$ cat config.mk
export PLATFORM = sky130hd
export DESIGN_NAME = regfile_ext_sync_flat
export DESIGN_NICKNAME = d
export VERILOG_FILES = /design/src/rtl/regfile_ext_sync_if.sv /design/src/rtl/regfile_ext_sync.sv /design/src/flat_wrapper.sv
export SDC_FILE = /design/constraint.sdc
export NUM_CORES = 2
export LEC_CHECK = 0
export CELL_PAD_IN_SITES_DETAIL_PLACEMENT = 0
export CELL_PAD_IN_SITES_GLOBAL_PLACEMENT = 1
export CORE_MARGIN = 4
export CORE_UTILIZATION = 55
export DETAILED_ROUTE_END_ITERATION = 10
export PLACE_DENSITY_LB_ADDON = 0.08
export SYNTH_ARGS = -nofsm -noshare
export SYNTH_HDL_FRONTEND = slang
export SYNTH_SLANG_ARGS = --single-unit
$ cat constraint.sdc
create_clock -name clk -period 13.6 [get_ports clk]
set_clock_uncertainty 0.1 [all_clocks]
set_input_delay 3.4 -clock clk [delete_from_list [all_inputs] [get_ports clk]]
set_output_delay 3.4 -clock clk [all_outputs]
set_load 0.1 [all_outputs]
$ cat src/rtl/regfile_ext_sync_if.sv
// Bus bundle between the decode/writeback stages and regfile_ext_sync.
// The master drives read/write requests; the slave (register file) returns data.
interface regfile_ext_sync_if #(
  parameter int DATA_W   = 64,
  parameter int NUM_REGS = 32
);
  localparam int ADDR_W = $clog2(NUM_REGS);

  logic              ready;
  logic              rd_en;
  logic [ADDR_W-1:0] rs_addr;
  logic [ADDR_W-1:0] rt_addr;
  logic [DATA_W-1:0] rs_data;
  logic [DATA_W-1:0] rt_data;
  logic              rd_valid;
  logic              wr_en;
  logic [ADDR_W-1:0] wr_addr;
  logic [DATA_W-1:0] wr_data;
  logic [1:0]        wr_size;
  logic              wr_signed;

  modport master (
    input  ready, rs_data, rt_data, rd_valid,
    output rd_en, rs_addr, rt_addr, wr_en, wr_addr, wr_data, wr_size, wr_signed
  );

  modport slave (
    output ready, rs_data, rt_data, rd_valid,
    input  rd_en, rs_addr, rt_addr, wr_en, wr_addr, wr_data, wr_size, wr_signed
  );
endinterface

$ cat src/rtl/regfile_ext_sync.sv
// Clocked register file: two registered read ports with write bypass, one write
// port with load-size extension, and a post-reset clear sequencer that raises ready.
// Optional macro REGFILE_ZERO_REG_EN hardwires register 0 to zero.
module regfile_ext_sync #(
  parameter int DATA_W   = 64,
  parameter int NUM_REGS = 32
) (
  input  logic                clk,
  input  logic                rst_n,
  regfile_ext_sync_if.slave   bus
);
  localparam int ADDR_W = $clog2(NUM_REGS);

  typedef enum logic {CLEAR, RUN} state_t;

  state_t            state;
  logic [ADDR_W-1:0] clr_cnt;
  logic [DATA_W-1:0] mem [NUM_REGS];

  logic [DATA_W-1:0] keep_mask;
  logic [DATA_W-1:0] ext_data;
  logic              sign_bit;
  logic              wr_accept;
  logic              rd_accept;
  logic              wr_addr_ok;
  logic              rs_force_zero;
  logic              rt_force_zero;
  logic [DATA_W-1:0] rs_next;
  logic [DATA_W-1:0] rt_next;

  // Shifting past DATA_W yields an all-ones mask, so word size passes through at DATA_W=32.
  always_comb begin
    keep_mask = '1;
    sign_bit  = 1'b0;
    case (bus.wr_size)
      2'd0: begin
        keep_mask = ~({DATA_W{1'b1}} << 8);
        sign_bit  = bus.wr_data[7];
      end
      2'd1: begin
        keep_mask = ~({DATA_W{1'b1}} << 16);
        sign_bit  = bus.wr_data[15];
      end
      2'd2: begin
        keep_mask = ~({DATA_W{1'b1}} << 32);
        sign_bit  = bus.wr_data[31];
      end
      default: begin
        keep_mask = '1;
        sign_bit  = 1'b0;
      end
    endcase
    ext_data = (bus.wr_data & keep_mask) |
               ({DATA_W{sign_bit & bus.wr_signed}} & ~keep_mask);
  end

`ifdef REGFILE_ZERO_REG_EN
  assign wr_addr_ok    = (bus.wr_addr != '0);
  assign rs_force_zero = (bus.rs_addr == '0);
  assign rt_force_zero = (bus.rt_addr == '0);
`else
  assign wr_addr_ok    = 1'b1;
  assign rs_force_zero = 1'b0;
  assign rt_force_zero = 1'b0;
`endif

  assign wr_accept = (state == RUN) && bus.wr_en && wr_addr_ok;
  assign rd_accept = (state == RUN) && bus.rd_en;

  always_comb begin
    rs_next = mem[bus.rs_addr];
    rt_next = mem[bus.rt_addr];
    if (wr_accept && (bus.wr_addr == bus.rs_addr)) rs_next = ext_data;
    if (wr_accept && (bus.wr_addr == bus.rt_addr)) rt_next = ext_data;
    if (rs_force_zero) rs_next = '0;
    if (rt_force_zero) rt_next = '0;
  end

  // The array has no reset; the sequencer zeroes it instead, and an asserted reset
  // forces CLEAR so no user write can land in that cycle.
  always_ff @(posedge clk) begin
    if (state == CLEAR) begin
      mem[clr_cnt] <= '0;
    end else if (wr_accept) begin
      mem[bus.wr_addr] <= ext_data;
    end
  end

  always_ff @(posedge clk or negedge rst_n) begin
    if (!rst_n) begin
      state        <= CLEAR;
      clr_cnt      <= '0;
      bus.ready    <= 1'b0;
      bus.rd_valid <= 1'b0;
      bus.rs_data  <= '0;
      bus.rt_data  <= '0;
    end else begin
      case (state)
        CLEAR: begin
          bus.rd_valid <= 1'b0;
          clr_cnt      <= clr_cnt + 1'b1;
          if (clr_cnt == ADDR_W'(NUM_REGS - 1)) begin
            state     <= RUN;
            bus.ready <= 1'b1;
          end
        end
        RUN: begin
          bus.ready    <= 1'b1;
          bus.rd_valid <= rd_accept;
          if (rd_accept) begin
            bus.rs_data <= rs_next;
            bus.rt_data <= rt_next;
          end
        end
        default: begin
          state <= CLEAR;
        end
      endcase
    end
  end
endmodule

$ cat src/flat_wrapper.sv
// flat-port wrapper written by rule: the top's interface ports become plain ports
module regfile_ext_sync_flat 
#(
  parameter int DATA_W   = 64,
  parameter int NUM_REGS = 32
)
  (clk, rst_n, bus_ready, bus_rs_data, bus_rt_data, bus_rd_valid, bus_rd_en, bus_rs_addr, bus_rt_addr, bus_wr_en, bus_wr_addr, bus_wr_data, bus_wr_size, bus_wr_signed);
  regfile_ext_sync_if #(.DATA_W(DATA_W), .NUM_REGS(NUM_REGS)) bus_i ();
  input  logic clk;
  input  logic rst_n;
  output wire logic [$bits(bus_i.ready)-1:0] bus_ready;
  output wire logic [$bits(bus_i.rs_data)-1:0] bus_rs_data;
  output wire logic [$bits(bus_i.rt_data)-1:0] bus_rt_data;
  output wire logic [$bits(bus_i.rd_valid)-1:0] bus_rd_valid;
  input wire logic [$bits(bus_i.rd_en)-1:0] bus_rd_en;
  input wire logic [$bits(bus_i.rs_addr)-1:0] bus_rs_addr;
  input wire logic [$bits(bus_i.rt_addr)-1:0] bus_rt_addr;
  input wire logic [$bits(bus_i.wr_en)-1:0] bus_wr_en;
  input wire logic [$bits(bus_i.wr_addr)-1:0] bus_wr_addr;
  input wire logic [$bits(bus_i.wr_data)-1:0] bus_wr_data;
  input wire logic [$bits(bus_i.wr_size)-1:0] bus_wr_size;
  input wire logic [$bits(bus_i.wr_signed)-1:0] bus_wr_signed;
  assign bus_ready = bus_i.ready;
  assign bus_rs_data = bus_i.rs_data;
  assign bus_rt_data = bus_i.rt_data;
  assign bus_rd_valid = bus_i.rd_valid;
  assign bus_i.rd_en = bus_rd_en;
  assign bus_i.rs_addr = bus_rs_addr;
  assign bus_i.rt_addr = bus_rt_addr;
  assign bus_i.wr_en = bus_wr_en;
  assign bus_i.wr_addr = bus_wr_addr;
  assign bus_i.wr_data = bus_wr_data;
  assign bus_i.wr_size = bus_wr_size;
  assign bus_i.wr_signed = bus_wr_signed;
  regfile_ext_sync #(.DATA_W(DATA_W), .NUM_REGS(NUM_REGS)) u_core (.clk(clk), .rst_n(rst_n), .bus(bus_i));
endmodule
==> impl_metrics.json <==
{
  "whs_path_depth": 1,
  "gp_congestion": 0.8260,
  "grt.total_usage_pct": 35.93,
  "grt_pass1_vias": 58880,
  "crit-reg2reg-launch": "u_core.state$_DFF_PN0_",
  "ant_nets": 0,
  "synth_area_per_cell_um2": 19.00,
  "worstMarginPinSlew_ns": 1.382,
  "final.min_clock_period_ns": 7.427,
  "fin_hold_ws_ns": 0.3719,
  "clk_pin_slew_ns": 0.06,
  "final_common_cell": "edfxtp_1",
  "regArea_mm2": 0.06490,
  "synth_seq_area_share_pct": 65.55,
  "peakVddDrop_v": 0.0001154,
  "async_reset_ff_share_pct": 6.227,
  "die_w_um": 432.3,
  "wl_per_cell_um": 41.93,
  "hold_viol_final": 0,
  "synth-adder-area-share_pct": 0.02527,
  "maxSlewViolCount": 0,
  "synth-edff-count": 2048,
  "min-delay-start": "u_core.bus.ready$_DFFE_PN0P_",
  "synth.ff_latch_count": 2184,
  "io_pins": 216,
  "syn2layout_area_growth_pct": 12.30,
  "drt-total-wl_um": 334900,
  "start_util_pct": 55.37,
  "r2r.worst_path.cells": 6,
  "h-tree-depth": 4,
  "coreArea_mm2": 0.1788,
  "num_rows": 155,
  "synth.distinct_cells": 76,
  "finalNetCount": 5523,
  "place_area_mm2": 0.1038,
  "synthFlopType": "edfxtp_1",
  "io_buffers": 215,
  "overflow": 0,
  "cts_sinks": 2184,
  "max_cap_violations": 0,
  "drt_iter0_markers": 9076,
  "grt_max_degree": 127,
  "r2r_slack_ns": 8.54,
  "post_cts.repair.setup_buffers": 0,
  "synth_compound_area_share_pct": 4.942,
  "rsz0062_at_grt": "false",
  "hold_end": "u_core.bus.ready$_DFFE_PN0P_",
  "rr_endpoint": "u_core.mem[24][63]$_DFFE_PP_",
  "num_vias": 60140,
  "cts_tree": "yes",
  "yosysWarnings": 0,
  "p_leak_nw": 39.28,
  "min_path_type": "flip-flop to flip-flop",
  "maxSlewHeadroom_pct": 7.763,
  "yosys.area_share.xor_xnor_pct": 0.09731,
  "layout_worst_path_cycle_share_pct": 54.61,
  "power.density_mw_per_mm2": 138.5,
  "multi_input_area_mm2": 0.03216,
  "numCtsBuffers": 221,
  "cts_root_buf": "clkbuf_16",
  "vias_per_cell": 7.531,
  "synth_mux_area_share_pct": 23.74,
  "syn-cell-area_mm2": 0.09901,
  "filler_cell_count": 12570,
  "layoutNonFillerInstCount": 7986,
  "synth_top_family_by_area": "multiplexers",
  "clkLatencyLatePin_ns": 0.85,
  "cts_resized": 0,
  "drc": 0,
  "dieHeight_um": 432.3,
  "antenna_found_initial": 6,
  "postLayoutCellArea_mm2": 0.1112,
  "crit_path_start_kind": "input port",
  "cp-end-kind": "flip-flop",
  "cp_max_fo": 40,
  "syn-num-nets": 5298,
  "cp.arrival_ns": 7.78,
  "drive_above_1_share_pct": 28.25,
  "status": "finished, final reports clean",
  "grt_pass1_wl_um": 463600,
  "finalSetupTns_ns": 0,
  "yosys.area_share.simple_pct": 3.126,
  "clockBufferDepth": 3,
  "synthCells": 5210,
  "dpl.hpwl_um": 183400,
  "placed_cells": 7567,
  "setup_viol": 0,
  "layout_common_cells": "edfxtp_1 (2048), mux4_2 (941), o22ai_1 (384), clkbuf_16 (227), clkdlybuf4s50_1 (207)",
  "crit_type": "input port to flip-flop",
  "drt-pass1-iter-count": 6,
  "holdBufCountCts": 0,
  "die_area_mm2": 0.1869,
  "fmax_ghz": 0.1346,
  "worstPathRequired_ns": 13.96
}
-- logic make-up (layout without fill, tap and decap cells) --
logic type / count (synthesis) / count (layout)
compound gates: 743 / 743
xor+xnor: 11 / 11
fa+ha+maj: 2 / 2
buf+inv: 444 / 862
flops: 2184 / 2184
mux: 1165 / 1165
other cells: 0 / 3
simple gates: 661 / 661
-- report_power, final --
group / switching [mW] / internal (mW) / total (mW)
logic: 1.18 / 0.479 / 1.65
clock network: 2.60 / 3.61 / 6.21
registers: 0.0738 / 7.46 / 7.53
total: 3.85 / 11.5 / 15.4
-- cell usage after synthesis (60+ instances only) --
cell	n	share of area [%]
edfxtp_1	2048	62
mux4_2	941	21
o22ai_1	384	2.4
mux2i_1	201	2.0
nand2_1	199	0.75
nor2_1	186	0.71
clkbuf_1	147	0.56
dfrtp_1	136	3.4
buf_2	103	0.52
buf_4	94	0.71
a22oi_1	87	0.66
nor4_1	74	0.47
nand3_1	60	0.30
-- stage by stage --
| stage | power [mW] | utilization (%) | setup slack [ns] |
|---|---|---|---|
| floorplan | 8.744 | - | 5.912 |
| global placement | 9.311 | 58.07 | 5.410 |
| detailed placement | 9.317 | 58.07 | 5.405 |
| CTS | 15.42 | 62.17 | 6.292 |
| global route | 15.79 | 62.18 | 6.179 |
| finish | 15.39 | 62.18 | 6.173 |
-- worst max path at each step --
stage	startpoint	to	slack, ns	depth (start not counted)
2_1_floorplan	bus_wr_en	u_core.mem[12][0]$_DFFE_PP_	5.91	7
3_3_place_gp	bus_wr_en	u_core.mem[24][38]$_DFFE_PP_	5.41	7
3_5_place_dp	bus_wr_en	u_core.mem[6][17]$_DFFE_PP_	5.40	8
4_1_cts	bus_wr_en	u_core.mem[24][63]$_DFFE_PP_	6.29	7
5_1_grt	bus_wr_en	u_core.mem[24][37]$_DFFE_PP_	6.18	7
6_report	bus_wr_en	u_core.mem[24][63]$_DFFE_PP_	6.17	7
-- state kept, by name, summed over array words and instances (netlist names) --
name                 cells
u_core.bus.rs_data      64
u_core.bus.rt_data      64
u_core.mem            2048
u_core.state             1
u_core.bus.ready         1
u_core.clr_cnt           5
u_core.bus.rd_valid      1
-- metal layers --
layer | part of all wire [%] | GRT usage [%] | up-vias | wire (µm)
li1 | - | - | 22870 | -
met1 | 36 | 49.32 | 32100 | 120500
met2 | 47 | 56.12 | 4340 | 158600
met3 | 11 | 8.033 | 825 | 38450
met4 | 5.1 | 15.85 | 12 | 17150
met5 | 0.027 | 0 | - | 90
-- worst max-delay path: stages --
cell and delay [ns]:
clkdlybuf4s50_1 0.77, and2_1 0.89, nand2_1 0.11, nand2_1 0.15
nand3_1 0.32, nor2_4 1.05, buf_4 0.99
-- layout make-up --
| cell class | count | area share (%) |
|---|---|---|
| Clock inverter | 108 | 1.035 |
| Sequential cell | 2184 | 58.37 |
| Multi-Input combinational cell | 2582 | 28.92 |
| Clock buffer | 308 | 5.562 |
| Timing Repair Buffer | 410 | 3.328 |
| Antenna cell | 3 | 0.006752 |
| Tap cell | 2355 | 2.650 |
| Inverter | 36 | 0.1260 |
(Power assumes the default switching activity.)
